==> src/rtl/instr_prefetch_unit.sv <==
// Instruction prefetch: single-outstanding fetch FSM feeding a first-word-fall-through FIFO.
// Optional stall counter output enabled by defining PREFETCH_PERF_COUNT_EN.
module instr_prefetch_unit #(
    parameter int          DEPTH    = 4,
    parameter logic [31:0] RESET_PC = 32'h0000_0000
) (
    input  logic        clk_i,
    input  logic        rst_i,
    output logic        imem_req_o,
    output logic [31:0] imem_addr_o,
    input  logic        imem_gnt_i,
    input  logic        imem_rvalid_i,
    input  logic [31:0] imem_rdata_i,
    output logic        instr_valid_o,
    output logic [31:0] instr_o,
    output logic [31:0] instr_pc_o,
    input  logic        instr_ready_i,
    input  logic        redirect_i,
    input  logic [31:0] redirect_pc_i
`ifdef PREFETCH_PERF_COUNT_EN
    ,
    output logic [31:0] stall_cnt_o
`endif
);

    localparam int PTR_W = (DEPTH > 1) ? $clog2(DEPTH) : 1;
    localparam int CNT_W = PTR_W + 1;
    localparam logic [CNT_W:0] DEPTH_V = (CNT_W + 1)'(DEPTH);

    typedef enum logic [1:0] {
        ST_REQ     = 2'd0,
        ST_WAIT    = 2'd1,
        ST_DISCARD = 2'd2
    } state_t;

    state_t             state;
    state_t             state_nxt;
    logic [31:0]        fetch_pc;
    logic [31:0]        fetch_pc_nxt;
    logic [31:0]        req_pc;
    logic               outstanding;
    logic               outstanding_nxt;
    logic [CNT_W-1:0]   count;
    logic [PTR_W-1:0]   head;
    logic [PTR_W-1:0]   tail;
    logic [31:0]        fifo_instr [DEPTH];
    logic [31:0]        fifo_pc    [DEPTH];

    logic               req;
    logic               xfer;
    logic               push;
    logic               pop;
    logic               not_empty;
    logic [CNT_W:0]     occupancy;
    logic [CNT_W:0]     limit;
    logic               slot_free;

    assign not_empty     = (count != '0);
    assign instr_valid_o = not_empty & ~rst_i;
    assign pop           = instr_valid_o & instr_ready_i;

    // A slot is reserved for every outstanding request; a same-cycle pop frees one.
    assign occupancy = {1'b0, count} + {{CNT_W{1'b0}}, outstanding};
    assign limit     = DEPTH_V + {{CNT_W{1'b0}}, pop};
    assign slot_free = (occupancy < limit);

    always_comb begin
        state_nxt       = state;
        fetch_pc_nxt    = fetch_pc;
        outstanding_nxt = outstanding;
        req             = 1'b0;
        xfer            = 1'b0;
        push            = 1'b0;

        case (state)
            ST_REQ: begin
                req  = slot_free;
                xfer = slot_free & imem_gnt_i;
                if (xfer) begin
                    fetch_pc_nxt    = fetch_pc + 32'd4;
                    outstanding_nxt = 1'b1;
                    state_nxt       = ST_WAIT;
                end
            end
            ST_WAIT: begin
                if (imem_rvalid_i && outstanding) begin
                    push            = 1'b1;
                    outstanding_nxt = 1'b0;
                    state_nxt       = ST_REQ;
                end
            end
            ST_DISCARD: begin
                if (imem_rvalid_i && outstanding) begin
                    outstanding_nxt = 1'b0;
                    state_nxt       = ST_REQ;
                end
            end
            default: begin
                state_nxt       = ST_REQ;
                outstanding_nxt = 1'b0;
            end
        endcase

        // A response still in flight after the redirect must be swallowed in DISCARD;
        // one that lands in the redirect cycle itself is simply dropped.
        if (redirect_i) begin
            push         = 1'b0;
            fetch_pc_nxt = redirect_pc_i & ~32'h3;
            if ((outstanding && !imem_rvalid_i) || xfer) begin
                state_nxt       = ST_DISCARD;
                outstanding_nxt = 1'b1;
            end else begin
                state_nxt       = ST_REQ;
                outstanding_nxt = 1'b0;
            end
        end
    end

    always_ff @(posedge clk_i) begin
        if (rst_i) begin
            state       <= ST_REQ;
            fetch_pc    <= RESET_PC & ~32'h3;
            outstanding <= 1'b0;
            count       <= '0;
            head        <= '0;
            tail        <= '0;
        end else begin
            state       <= state_nxt;
            fetch_pc    <= fetch_pc_nxt;
            outstanding <= outstanding_nxt;
            if (redirect_i) begin
                count <= '0;
                head  <= tail;
            end else begin
                case ({push, pop})
                    2'b10:   count <= count + 1'b1;
                    2'b01:   count <= count - 1'b1;
                    default: count <= count;
                endcase
                if (push) tail <= tail + 1'b1;
                if (pop)  head <= head + 1'b1;
            end
        end
    end

    // Datapath storage carries no reset; validity is tracked by count alone.
    always_ff @(posedge clk_i) begin
        if (xfer) req_pc <= fetch_pc;
        if (push) begin
            fifo_instr[tail] <= imem_rdata_i;
            fifo_pc[tail]    <= req_pc;
        end
    end

    assign imem_req_o  = req & ~rst_i;
    assign imem_addr_o = {fetch_pc[31:2], 2'b00};
    assign instr_o     = instr_valid_o ? fifo_instr[head] : 32'h0;
    assign instr_pc_o  = instr_valid_o ? fifo_pc[head]    : 32'h0;

`ifdef PREFETCH_PERF_COUNT_EN
    logic [31:0] stall_cnt;

    always_ff @(posedge clk_i) begin
        if (rst_i) begin
            stall_cnt <= 32'h0;
        end else if (instr_ready_i && !instr_valid_o && (stall_cnt != 32'hFFFF_FFFF)) begin
            stall_cnt <= stall_cnt + 32'd1;
        end
    end

    assign stall_cnt_o = stall_cnt;
`endif

endmodule

==> config.mk <==
export PLATFORM = sky130hd
export DESIGN_NAME = instr_prefetch_unit
export DESIGN_NICKNAME = d
export VERILOG_FILES = /design/src/rtl/instr_prefetch_unit.sv
export SDC_FILE = /design/constraint.sdc
export NUM_CORES = 1
export LEC_CHECK = 0
export ABC_AREA = 1
export BUFFER_PORTS_ARGS = -buffer_cell sky130_fd_sc_hd__buf_2
export CAP_MARGIN = 25
export CORE_UTILIZATION = 24
export CTS_BUF_LIST = sky130_fd_sc_hd__clkbuf_4
export DETAILED_ROUTE_END_ITERATION = 10
export PLACE_DENSITY_LB_ADDON = 0.15
export REMOVE_ABC_BUFFERS = 1
export SLEW_MARGIN = 0
export SYNTH_ARGS = -nofsm -noshare
export SYNTH_HDL_FRONTEND = slang
export SYNTH_SLANG_ARGS = --single-unit
==> constraint.sdc <==
create_clock -name clk_i -period 12.51 [get_ports clk_i]
set_input_delay 2.502 -clock clk_i [delete_from_list [all_inputs] [get_ports clk_i]]
set_output_delay 2.502 -clock clk_i [all_outputs]
set_load 0.005 [all_outputs]
**Word level (Yosys, flattened, before mapping)**

Memory sizes are Yosys's and may differ from the RTL's. A register that Yosys moved wholly into a read port is not among the register bits.
Cells that the tools add are included.

- Register bits: 74
- RAM bits: 256
- Word-level logic and storage cells: 75
- Memories kept: 2

- Add/sub/neg operators: 7
- Magnitude comparators: 1
- Eq/ne operators: 6
- Mux-type cells: 29
- Bitwise gates (word level): 6
- Reduce and logical (&&, ||, !) cells: 16

Memory list:

| name | depth | width | read ports | clocked after Yosys merged registers in | wr ports | line | source |
|---|---|---|---|---|---|---|---|
| fifo_instr | 4 | 32 | 1 | 1 | 1 | 46 | `logic [31:0] fifo_instr [DEPTH];` |
| fifo_pc | 4 | 32 | 1 | 1 | 1 | 47 | `logic [31:0] fifo_pc [DEPTH];` |

Operators with widths:

| operator | number |
|---|---|
| 32-bit 2-to-1 mux | 5 |
| 32-bit by 3-bit adder with 32-bit output (second input constant) | 1 |
| 2-bit 2-to-1 mux | 10 |
| 1-bit 2-to-1 mux | 11 |
| 2-bit AND reduction | 4 |
| 2-bit nonzero test | 4 |
| 3-bit case mux with 2 select lines | 1 |
| 2-bit by 1-bit adder with 2-bit output (second input constant) | 2 |
| 3-bit by 1-bit adder with 4-bit output | 1 |
| 3-bit by 1-bit adder with 4-bit output (first input constant) | 1 |
| 1-bit AND | 4 |
| 2-bit by 1-bit == test with 1-bit output (second input constant) | 2 |
| 2-bit == test (second input constant) | 2 |
| 4-bit less-than comparator | 1 |
| 2-bit case mux with 2 select lines | 1 |
| 2-bit OR reduction | 2 |
| 3-bit by 1-bit adder with 3-bit output (second input constant) | 1 |
| 3-bit by 1-bit != test with 1-bit output (second input constant) | 1 |
| 3-bit != test (second input constant) | 1 |
| 3-bit nonzero test | 1 |
| 3-bit by 1-bit subtractor with 3-bit output (second input constant) | 1 |
| 1-bit logical AND | 2 |
| 2-bit zero test | 1 |
| 1-bit inverter | 2 |
| other kinds (3) | 3 |

**Depth between registers and ports, before layout**

Gate-level depths: netlist of run 1.

- Word-level depth: 10
- Gate-level depth with buffers: 13
- Depth with buffers taken out: 13

**Least setup slack after synthesis of run 1**

OpenSTA, ideal clock, no wires.

- Kind: input to register
- Start: in redirect_i
- End: mem fifo_instr[0][0] (enable)
- Arrival: 5.704 ns
- Data required time: 12.027 ns
- Slack: 6.323 ns
- Stages: 4
- Cells stage by stage: clkbuf_1 > inv_2 > nand4_1 > nor2_1

- Longest elaborated chain between the ends: 3

RTL lines:

| item | line | source |
|---|---|---|
| from (decl) | 18 | `input logic redirect_i,` |
| 1-bit 2-to-1 mux | 106 | `if (redirect_i) begin` |
| 1-bit 2-to-1 mux | 149 | `if (push) begin` |
| 1-bit 2-to-1 mux (implied by the code) | 150 | `fifo_instr[tail] <= imem_rdata_i;` |
| to (decl) | 46 |  |

No other way between the ends.

**Worst setup path in the final report of run 1**

- Start: in rst_i
- End: out instr_pc_o[4]

- Longest elaborated chain between the ends: 3

RTL lines:

| item | line | source |
|---|---|---|
| from (decl) | 8 | `input logic rst_i,` |
| 1-bit inverter | 59 | `assign instr_valid_o = not_empty & ~rst_i;` |
| 1-bit AND | 59 |  |
| 32-bit 2-to-1 mux | 158 | `assign instr_pc_o = instr_valid_o ? fifo_pc[head] : 32'h0;` |
| to (decl) | 16 | `output logic [31:0] instr_pc_o,` |

No other way between the ends.

==> results.md, run 1 <==
* Setup-failing EPs final at 0
* Core box area at 55300 µm²
* RSZ-0062 raised after global routing: no
* Cts hold-fix bufs at 0
* CTS Root Cell: clkbuf_4
* Synth unique cells at 31
* Clk pin slew, worst setup/hold paths at ~60 ps
* DR WL/cell at ~17 µm
* CP Max Fanout at 43
* Nature of the critical path startpoint: input pin
* Die width at ~240 µm
* DPL Wire Length at 22900 µm
* Share of layout cells above drive strength 1 at 0.234
* Via/cell ratio at around 4.2
* DRC at 0
* Commonest non-fill, non-tap cell in the layout: nor2_1
* Port bufs at between 150 and 200
* Final Hold Fails at 0
* Total track usage at 0.140
* CP Data Required Time at between 10000 and 15000 ps
* Tightest Pin Transition at ~1000 ps
* Tcrit/Tclk final at 0.530
* Ys async rst share at 0
* Post-synthesis sequential area ratio at 0.683
* Vias in the first global route at around 9600
* Reg2reg setup slack at approximately 9400 ps
* Cells after Synth at ~1300
* Ranking of synthesized cells by area: edfxtp_1, nor2_1, nand2_1
* CP max stage cell: buf_4
* Skew-Pair Late Insertion Delay at between 800 and 900 ps
* CTS sink cnt at 320
* Post-CTS Resized at 0
* CP Cell Sequence: buf_2 > buf_4 > inv_2 > nand2_4 > buf_16 > a21oi_1 > buf_2
* Crit path max-delay family: buffers and inverters
* TNS Setup at 0 ps
* Synth Area per Inst at ~11 µm²
* First-pass DRT Iterations at 4
* Reg-to-Reg Start: state[1]
* HP Start: req_pc[6]
* HP Class: flop to flop
* Crit. End Element: output port
* Hold path cells at 0
* Nets at approximately 1600
* Initial Util at 0.243
* Reg2reg path depth at 5
* Area Growth Syn to Fin at 20.9%
* Die Area at ~57000 µm²
* Seq cells post-synth at between 300 and 400
* Num CTS Buffers at 94
* Clock Path Buffers at 3
* CTS tree: built
* Placed cell area at 15100 µm²
* Post-CTS setup buffers at 0
* Main synth FF type: edfxtp_1
* Max frequency at about 0.15 GHz
* Max_cap viols at 0
* Worst vdd ir at roughly 52 µV
* Cell row count at between 80 and 90
* Status: completed
* Most frequent cells in the layout: nor2_1, edfxtp_1, nand2_1
* Yosys top cell by area: edfxtp_1
* WL final at 39500 µm
* Pwr/cell area at 143 nW/µm²
* CP Data Arrival Time at ~4100 ps
* CP Buf/Inv Count at 5
* Congestion Overflow GR at 0
* H-tree levels at 3
* EDFF count, synth at about 280
* Vias at 9687
* Final setup skew at 64.5 ps
* First-pass GRT wire length at 58700 µm
* Yosys top cell area share at 0.620
* Iter 0 DRT Violations at about 450
* Final min period at ~6600 ps
* Post-Syn Area at around 13000 µm²
* Max incr delay on CP at between 300 and 400 ps
* Finished Cell Area at about 16000 µm²
* Boundary pin count at roughly 170
* Yosys Warn Count at 0
* Max-slew violations at 0
* Die span in y at between 200 and 250 µm
* Critical path's most frequent cell: buf_2
* Initial antenna violation count at 4
* Cell leakage power at 6.05 nW
* FF-to-FF End: fifo_instr[3][29]
* Placer Congestion at about 0.75
* Antenna Violating Nets Remaining at 0
* WS Path Type: input pin to output port
* Worst slew margin at 0.309
* WHS Endpoint: fifo_pc[3][6]
* Largest net degree at the start of global routing at 87
==> registers in the layout, indices dropped and copies added (netlist names), named ones only <==
name,flops
fetch_pc,30
state,2
count,3
fifo_pc,120
head,2
outstanding,1
tail,2
fifo_instr,128
req_pc,30
==> how the worst max path moves through the flow <==
stage | start | end | cells past startpoint
2_1_floorplan | flop | instr_pc_o[30] | 3
3_3_place_gp | rst_i | instr_pc_o[31] | 6
3_5_place_dp | rst_i | instr_pc_o[4] | 7
4_1_cts | rst_i | instr_pc_o[4] | 7
5_1_grt | rst_i | instr_o[26] | 7
6_report | rst_i | instr_pc_o[4] | 7
==> stage by stage <==
stage	hold WS, ps	setup slack (ps)	cells	util	total power (W)
floorplan	433	5980	1205	-	0.00130
global placement	456	5530	2126	0.272	0.00138
detailed placement	461	5820	2127	0.273	0.00138
CTS	456	5820	2284	0.294	0.00238
global route	487	5740	2292	0.294	0.00246
finish	465	5880	2292	0.294	0.00233
==> cell type report <==
class | count | area (µm²)
diodes | 7 | 17.5
fillers | 5856 | 39000
well taps | 748 | 936
clock inverters | 16 | 98.8
repair buffers | 175 | 943
clock buffers | 141 | 1060
multi-input cells | 850 | 3890
inverters | 35 | 133
flip-flops and latches | 320 | 9200
==> routing by layer <==
metal / track usage / wire length (µm) / up-vias
met5: 0 / 0 / -
met4: 0.0476 / 732 / 0
met3: 0.0389 / 2030 / 64
met2: 0.225 / 18600 / 226
met1: 0.180 / 18100 / 4578
li1: - / - / 4819
==> cells in the mapped netlist, types with 10 or more instances <==
| cell | n |
|---|---|
| buf_4 | 10 |
| ha_1 | 10 |
| buf_2 | 12 |
| nand3b_1 | 12 |
| edfxtp_1 | 278 |
| nand2_1 | 229 |
| nand3_1 | 10 |
| o21ai_0 | 134 |
| inv_1 | 27 |
| dfxtp_1 | 42 |
| a21oi_1 | 97 |
| clkbuf_1 | 45 |
| nor2_1 | 299 |
==> logic make-up (layout without fill, tap and decap cells) <==
group                      after synthesis  count (layout)  synth area share
DFF                                    320             320             0.683
buffers and inverters                  102             367            0.0323
xor gates and xnor gates                13              13           0.00846
AOI/OAI and AO/OA                      245             245            0.0925
adders and majority gates               11              11            0.0108
and+or+nand+nor                        577             577             0.173
other                                    1              11          0.000279
==> power by group <==
part           internal, W  switching, W  total [W]
registers          0.00119     0.0000335    0.00122
clock network     0.000528      0.000441   0.000969
logic            0.0000457     0.0000929   0.000139
Power figures use the tool's default switching activity.
==> run 2, diff against run 1 <==
--- a/config.mk
+++ b/config.mk
@@ -5,7 +5,7 @@
 export SDC_FILE = /design/constraint.sdc
 export NUM_CORES = 1
 export LEC_CHECK = 0
-export ABC_AREA = 1
+export ABC_AREA = 0
 export BUFFER_PORTS_ARGS = -buffer_cell sky130_fd_sc_hd__buf_2
 export CAP_MARGIN = 25
 export CORE_UTILIZATION = 24
==> constraint.sdc (replaced) <==
create_clock -name clk_i -period 6.75 [get_ports clk_i]
set_input_delay 1.35 -clock clk_i [delete_from_list [all_inputs] [get_ports clk_i]]
set_output_delay 1.35 -clock clk_i [all_outputs]
set_load 0.005 [all_outputs]
==> results.md, run 2 <==
* Hold path cells at 2
* DPL Wire Length at 18900 µm
* Share of layout cells above drive strength 1 at 0.399
* Die span in y at about 230 µm
* Fillers at about 5400
* CP Data Arrival Time at between 3000 and 4000 ps
* Num CTS Buffers at 91
* Worst vdd ir at about 76 µV
* Metal-1 WL at 14400 µm
* Biggest regs: fifo_instr x128, fifo_pc x120
* Cell leakage power at roughly 5.4 nW
* Tcrit/Tclk final at 0.679
* Mux share of post-synthesis cell area at 0.110
* Reg2reg setup slack at 3720 ps
* Synth Area per Inst at 17.9 µm²
* Final Instance Count excl. Fillers at 1703
* H-tree levels at 3
* Synth Area in XOR/XNOR at 0.0213
* Yosys Warn Count at 0
* FF-to-FF End: count[2]
* Initial antenna violation count at 2
* CTS Root Cell: clkbuf_4
* WHS Endpoint: state[1]
* Routed wl met3 at around 1800 µm
* Final setup skew at 38.1 ps
* Post-Syn Area at around 13000 µm²
* First-pass GRT wire length at about 48000 µm
* Commonest non-fill, non-tap cell in the layout: edfxtp_1
* Core box area at 52600 µm²
* Congestion Overflow GR at 0
* HP Class: flop to flop
* Ranking of synthesized cells by area: edfxtp_1, mux4_2, dfxtp_1
* Cell total after placement at 1535
* Yosys top cell by area: edfxtp_1
* Final Hold Fails at 0
* CTS tree: built
* Synth top cells by count: edfxtp_1, and2_1, mux4_2
* Final Core Density at 0.297
* Worst slew margin at 0.407
* Clock Path Buffers at 3
* Iter 0 DRT Violations at 253
* First-pass DRT Iterations at 4
* Boundary pin count at about 170
* Most numerous cell in the Yosys netlist: edfxtp_1
* Adder-cell area share of the yosys netlist at 0.0114
* Cts hold-fix bufs at 0
* Max reg flops at about 130
* Port bufs at ~160
* Cell row count at 84
* Cells after Synth at around 710
* Via/cell ratio at approximately 4.2
* Largest reg by FF count: fifo_instr
* Antenna Violating Nets Remaining at 0
* Reg2reg path depth at 11
* Area Growth Syn to Fin at 22.2%
* EDFF count, synth at between 200 and 300
* Main synth FF type: edfxtp_1
* Seq cells post-synth at 320
* Initial Util at 0.243
* Nets at approximately 1000
* DR WL/cell at about 19 µm
* Nature of the critical path startpoint: flop
* Crit. End Element: output port
* Status: completed
* WL final at roughly 32000 µm
* Post-CTS setup buffers at 0
* Vias in the first global route at 7652
* Yosys top cell area share at 0.655
* HP Start: state[1]
* TNS Setup at 0 ps
* Area fraction in compound gates after synthesis at 0.0264
* Placer Congestion at between 0.6 and 0.7
* CP Max Fanout at 39
* Final min period at 4590 ps
* Die Area at ~54000 µm²
* Post-CTS Resized at 0
* CTS sink cnt at 320
* Highest metal used: met4
* RSZ-0062 raised after global routing: no
* Most frequent cells in the layout: edfxtp_1, buf_2, clkbuf_4
* Vias at 7169
* DRC at 0
* Ys async rst share at 0
* Post-synthesis sequential area ratio at 0.721
* Max_cap viols at 0
* Setup-failing EPs final at 0
* WL met2 at ~15000 µm
* WS Path Type: flop to output port
* Simple-gate share of the synthesized area at 0.0907
* Max frequency at between 0.2 and 0.25 GHz
* Clk pin slew, worst setup/hold paths at approximately 60 ps
* Main combinational cell family by area after synthesis: multiplexers
* Synth unique cells at 45
* Skew-Pair Late Insertion Delay at a little under 800 ps
* Die width at about 230 µm
* Max-slew violations at 0
* Tightest Pin Transition at just under 900 ps
* Reg-to-Reg Start: count[2]
* Largest net degree at the start of global routing at 65
* CP Data Required Time at ~5400 ps
* Pwr/cell area at between 200 and 300 nW/µm²
* Total track usage at 0.122
## run 2: worst max-delay path by stage
stage / to / slack [ps] / start / cells past startpoint
global route: instr_pc_o[8] / 1780 / flop / 4
global placement: imem_req_o / 2450 / rst_i / 6
CTS: instr_pc_o[8] / 1840 / flop / 4
floorplan: fetch_pc[4] / 1550 / instr_ready_i / 5
finish: instr_pc_o[8] / 2160 / flop / 4
detailed placement: imem_req_o / 2490 / rst_i / 6
## run 2: area by class of cell
type	count	area [µm²]	share of cell area
sequential	320	9200	0.590
clock buffer	132	991	0.0636
multi-input combinational	342	3370	0.216
tap	688	861	0.0552
inverter	11	41.3	0.00265
antenna	2	5.00	0.000321
timing repair buffer	175	911	0.0585
clock inverter	33	210	0.0135
## run 2: where the power goes
group	internal [W]	switching [W]	total, W
registers	0.00219	0.0000495	0.00224
logic	0.0000763	0.0000847	0.000161
clock network	0.00101	0.000841	0.00185
total	0.00328	0.000975	0.00426
## run 2: logic make-up after synthesis
logic type | count (synthesis)
multiplexers | 63
XOR/XNOR | 31
adder cells (fa/ha/maj) | 11
other | 1
AND/OR/NAND/NOR | 187
buffers and inverters | 54
AO/OA/AOI/OAI | 46
flip-flops | 320
## run 2: critical path, cell delays in order (launching register included)
cell     delay (ps)
dfxtp_4         700
buf_4           790
mux4_2          620
and2_1          180
buf_2           140
## run 2: per-layer routing
metal / GRT usage / vias to the layer above
met1: 0.158 / 3614
met2: 0.187 / 192
met4: 0.0531 / 0
li1: - / 3323
met3: 0.0373 / 40
met5: 0 / -
## run 2: metrics by stage
stage	hold slack (ps)	worst slack (ps)	area, µm²	total power, W
final	470	2160	15600	0.00426
after global placement	456	2450	14400	0.00245
after CTS	467	1840	15600	0.00436
after floorplan	439	1550	12600	0.00236
after detailed placement	459	2490	14400	0.00245
after global routing	504	1780	15600	0.00447
==> run 3, diff against run 2 <==
==> constraint.sdc (replaced) <==
create_clock -name clk_i -period 4.4 [get_ports clk_i]
set_input_delay 0.88 -clock clk_i [delete_from_list [all_inputs] [get_ports clk_i]]
set_output_delay 0.88 -clock clk_i [all_outputs]
set_load 0.005 [all_outputs]
==> results.md, run 3 (synthesized netlist as in run 2, its figures left out) <==
* Status: completed
* Worst vdd ir at between 100 and 150 µV
* Reg2reg path depth at 7
* Fillers at around 5300
* Setup-failing EPs final at 0
* Max-slew violations at 0
* Clock Path Buffers at 3
* Nature of the critical path startpoint: flop
* Total track usage at 0.122
* Crit. End Element: output port
* Die Area at between 50000 and 60000 µm²
* DRC at 0
* CP Data Required Time at 3520 ps
* First-pass DRT Iterations at 4
* Largest reg by FF count: fifo_instr
* Die width at between 200 and 250 µm
* CP Data Arrival Time at approximately 2900 ps
* Final min period at about 3800 ps
* Highest metal used: met4
* Max frequency at roughly 0.27 GHz
* Boundary pin count at roughly 170
* Skew-Pair Late Insertion Delay at approximately 800 ps
* Nets at about 1000
* Metal-1 WL at 14700 µm
* FF-to-FF End: fetch_pc[4]
* Biggest regs: fifo_instr x128, fifo_pc x120
* WS Path Type: flop to output port
* Initial Util at 0.243
* H-tree levels at 3
* Initial antenna violation count at 2
* Via/cell ratio at between 4 and 5
* Iter 0 DRT Violations at 344
* Worst Slack Setup Final at 639 ps
* Worst slew margin at 0.500
* CP startpoint: outstanding
* Reg2reg setup slack at 1720 ps
* Max reg flops at ~130
* Die span in y at roughly 230 µm
* Core box area at 52600 µm²
* Finished Cell Area at between 15000 and 20000 µm²
* First-pass GRT wire length at roughly 48000 µm
* Pwr/cell area at about 400 nW/µm²
* RSZ-0062 raised after global routing: no
* Final Instance Count excl. Fillers at 1713
* Share of layout cells above drive strength 1 at 0.410
* Post-CTS setup buffers at 0
* Power Total at between 0.006 and 0.007 W
* Antenna Violating Nets Remaining at 0
* Largest net degree at the start of global routing at 43
* Final setup skew at ~50 ps
* Pre-CTS WS at 1190 ps
* WL final at between 30000 and 40000 µm
* Max_cap viols at 0
* WL met2 at about 14000 µm
* DR WL/cell at between 15 and 20 µm
* Cell leakage power at 5.42 nW
* Post-CTS Resized at 0
* Cts hold-fix bufs at 0
* CTS tree: built
* Clk pin slew, worst setup/hold paths at around 60 ps
* DPL Wire Length at approximately 20000 µm
* Port bufs at 161
* Tcrit/Tclk final at 0.855
* Final Hold Fails at 0
* Placed cell area at around 15000 µm²
* HP Class: input pin to flop
* Tightest Pin Transition at approximately 750 ps
* Area Growth Syn to Fin at 23.2%
* Most frequent cells in the layout: edfxtp_1, buf_2, clkbuf_4
* CP endpoint: imem_req_o
* CTS sink cnt at 320
* Num CTS Buffers at 93
* Vias in the first global route at 7782
* Cell total after placement at 1543
* Commonest non-fill, non-tap cell in the layout: edfxtp_1
* CP Max Fanout at 10
* Reg-to-Reg Start: outstanding
* CTS Root Cell: clkbuf_4
* Routed wl met3 at about 1800 µm
* Placer Congestion at 0.686
* Congestion Overflow GR at 0
* Final Core Density at 0.299
* Cell row count at 84
* Vias at 7152
==> run 3: cell types whose count changed in the layout (fill, tap and decap cells not counted), sizes merged <==
| cell | previous run | this run |
|---|---|---|
| clkbuf | 133 | 140 |
| clkinvlp | 0 | 1 |
| clkinv | 28 | 24 |
| bufinv | 3 | 1 |
| buf | 174 | 182 |
==> run 3: critical path: stages, from the launching register on <==
cell and delay (ps):
dfxtp_1 340, ha_1 220, ha_1 280, nor4b_2 330
a21oi_4 220, nor4bb_1 490, buf_2 200
==> run 3: layer usage <==
| layer | vias to the layer above | global-route usage |
|---|---|---|
| li1 | 3348 | - |
| met1 | 3571 | 0.158 |
| met2 | 185 | 0.185 |
| met3 | 48 | 0.0362 |
| met4 | 0 | 0.0564 |
| met5 | - | 0 |
==> run 3: how the worst min path moves through the flow <==
stage / endpoint / startpoint / slack [ps] / depth (start not counted)
floorplan: state[1] / state[1] / 440 / 2
global placement: state[1] / state[1] / 460 / 2
detailed placement: state[1] / state[1] / 460 / 2
CTS: fifo_instr[3][28] / imem_rdata_i[28] / 180 / 1
global route: fifo_instr[3][28] / imem_rdata_i[28] / 210 / 1
finish: fifo_instr[3][27] / imem_rdata_i[27] / 320 / 1
==> run 3: report_power, final <==
group / switching (W) / total (W) / internal (W)
clock: 0.00127 / 0.00278 / 0.00151
combinational: 0.000129 / 0.000251 / 0.000122
sequential: 0.0000771 / 0.00344 / 0.00336
total: 0.00148 / 0.00647 / 0.00500
==> run 3: area by class of cell <==
cell class	instances	area [µm²]	share of cell area
clock buffers	140	1050	0.0669
inverters	11	41.3	0.00263
clock inverters	28	144	0.00916
flip-flops and latches	320	9200	0.586
well taps	688	861	0.0548
multi-input cells	342	3370	0.214
diodes	2	5.00	0.000319
repair buffers	182	1040	0.0661
==> run 3: metrics by stage <==
step	setup TNS, ps	hold slack [ps]
2_1_floorplan	-1080	439
3_3_place_gp	0	460
3_5_place_dp	0	462
4_1_cts	0	180
5_1_grt	0	213
6_report	0	320
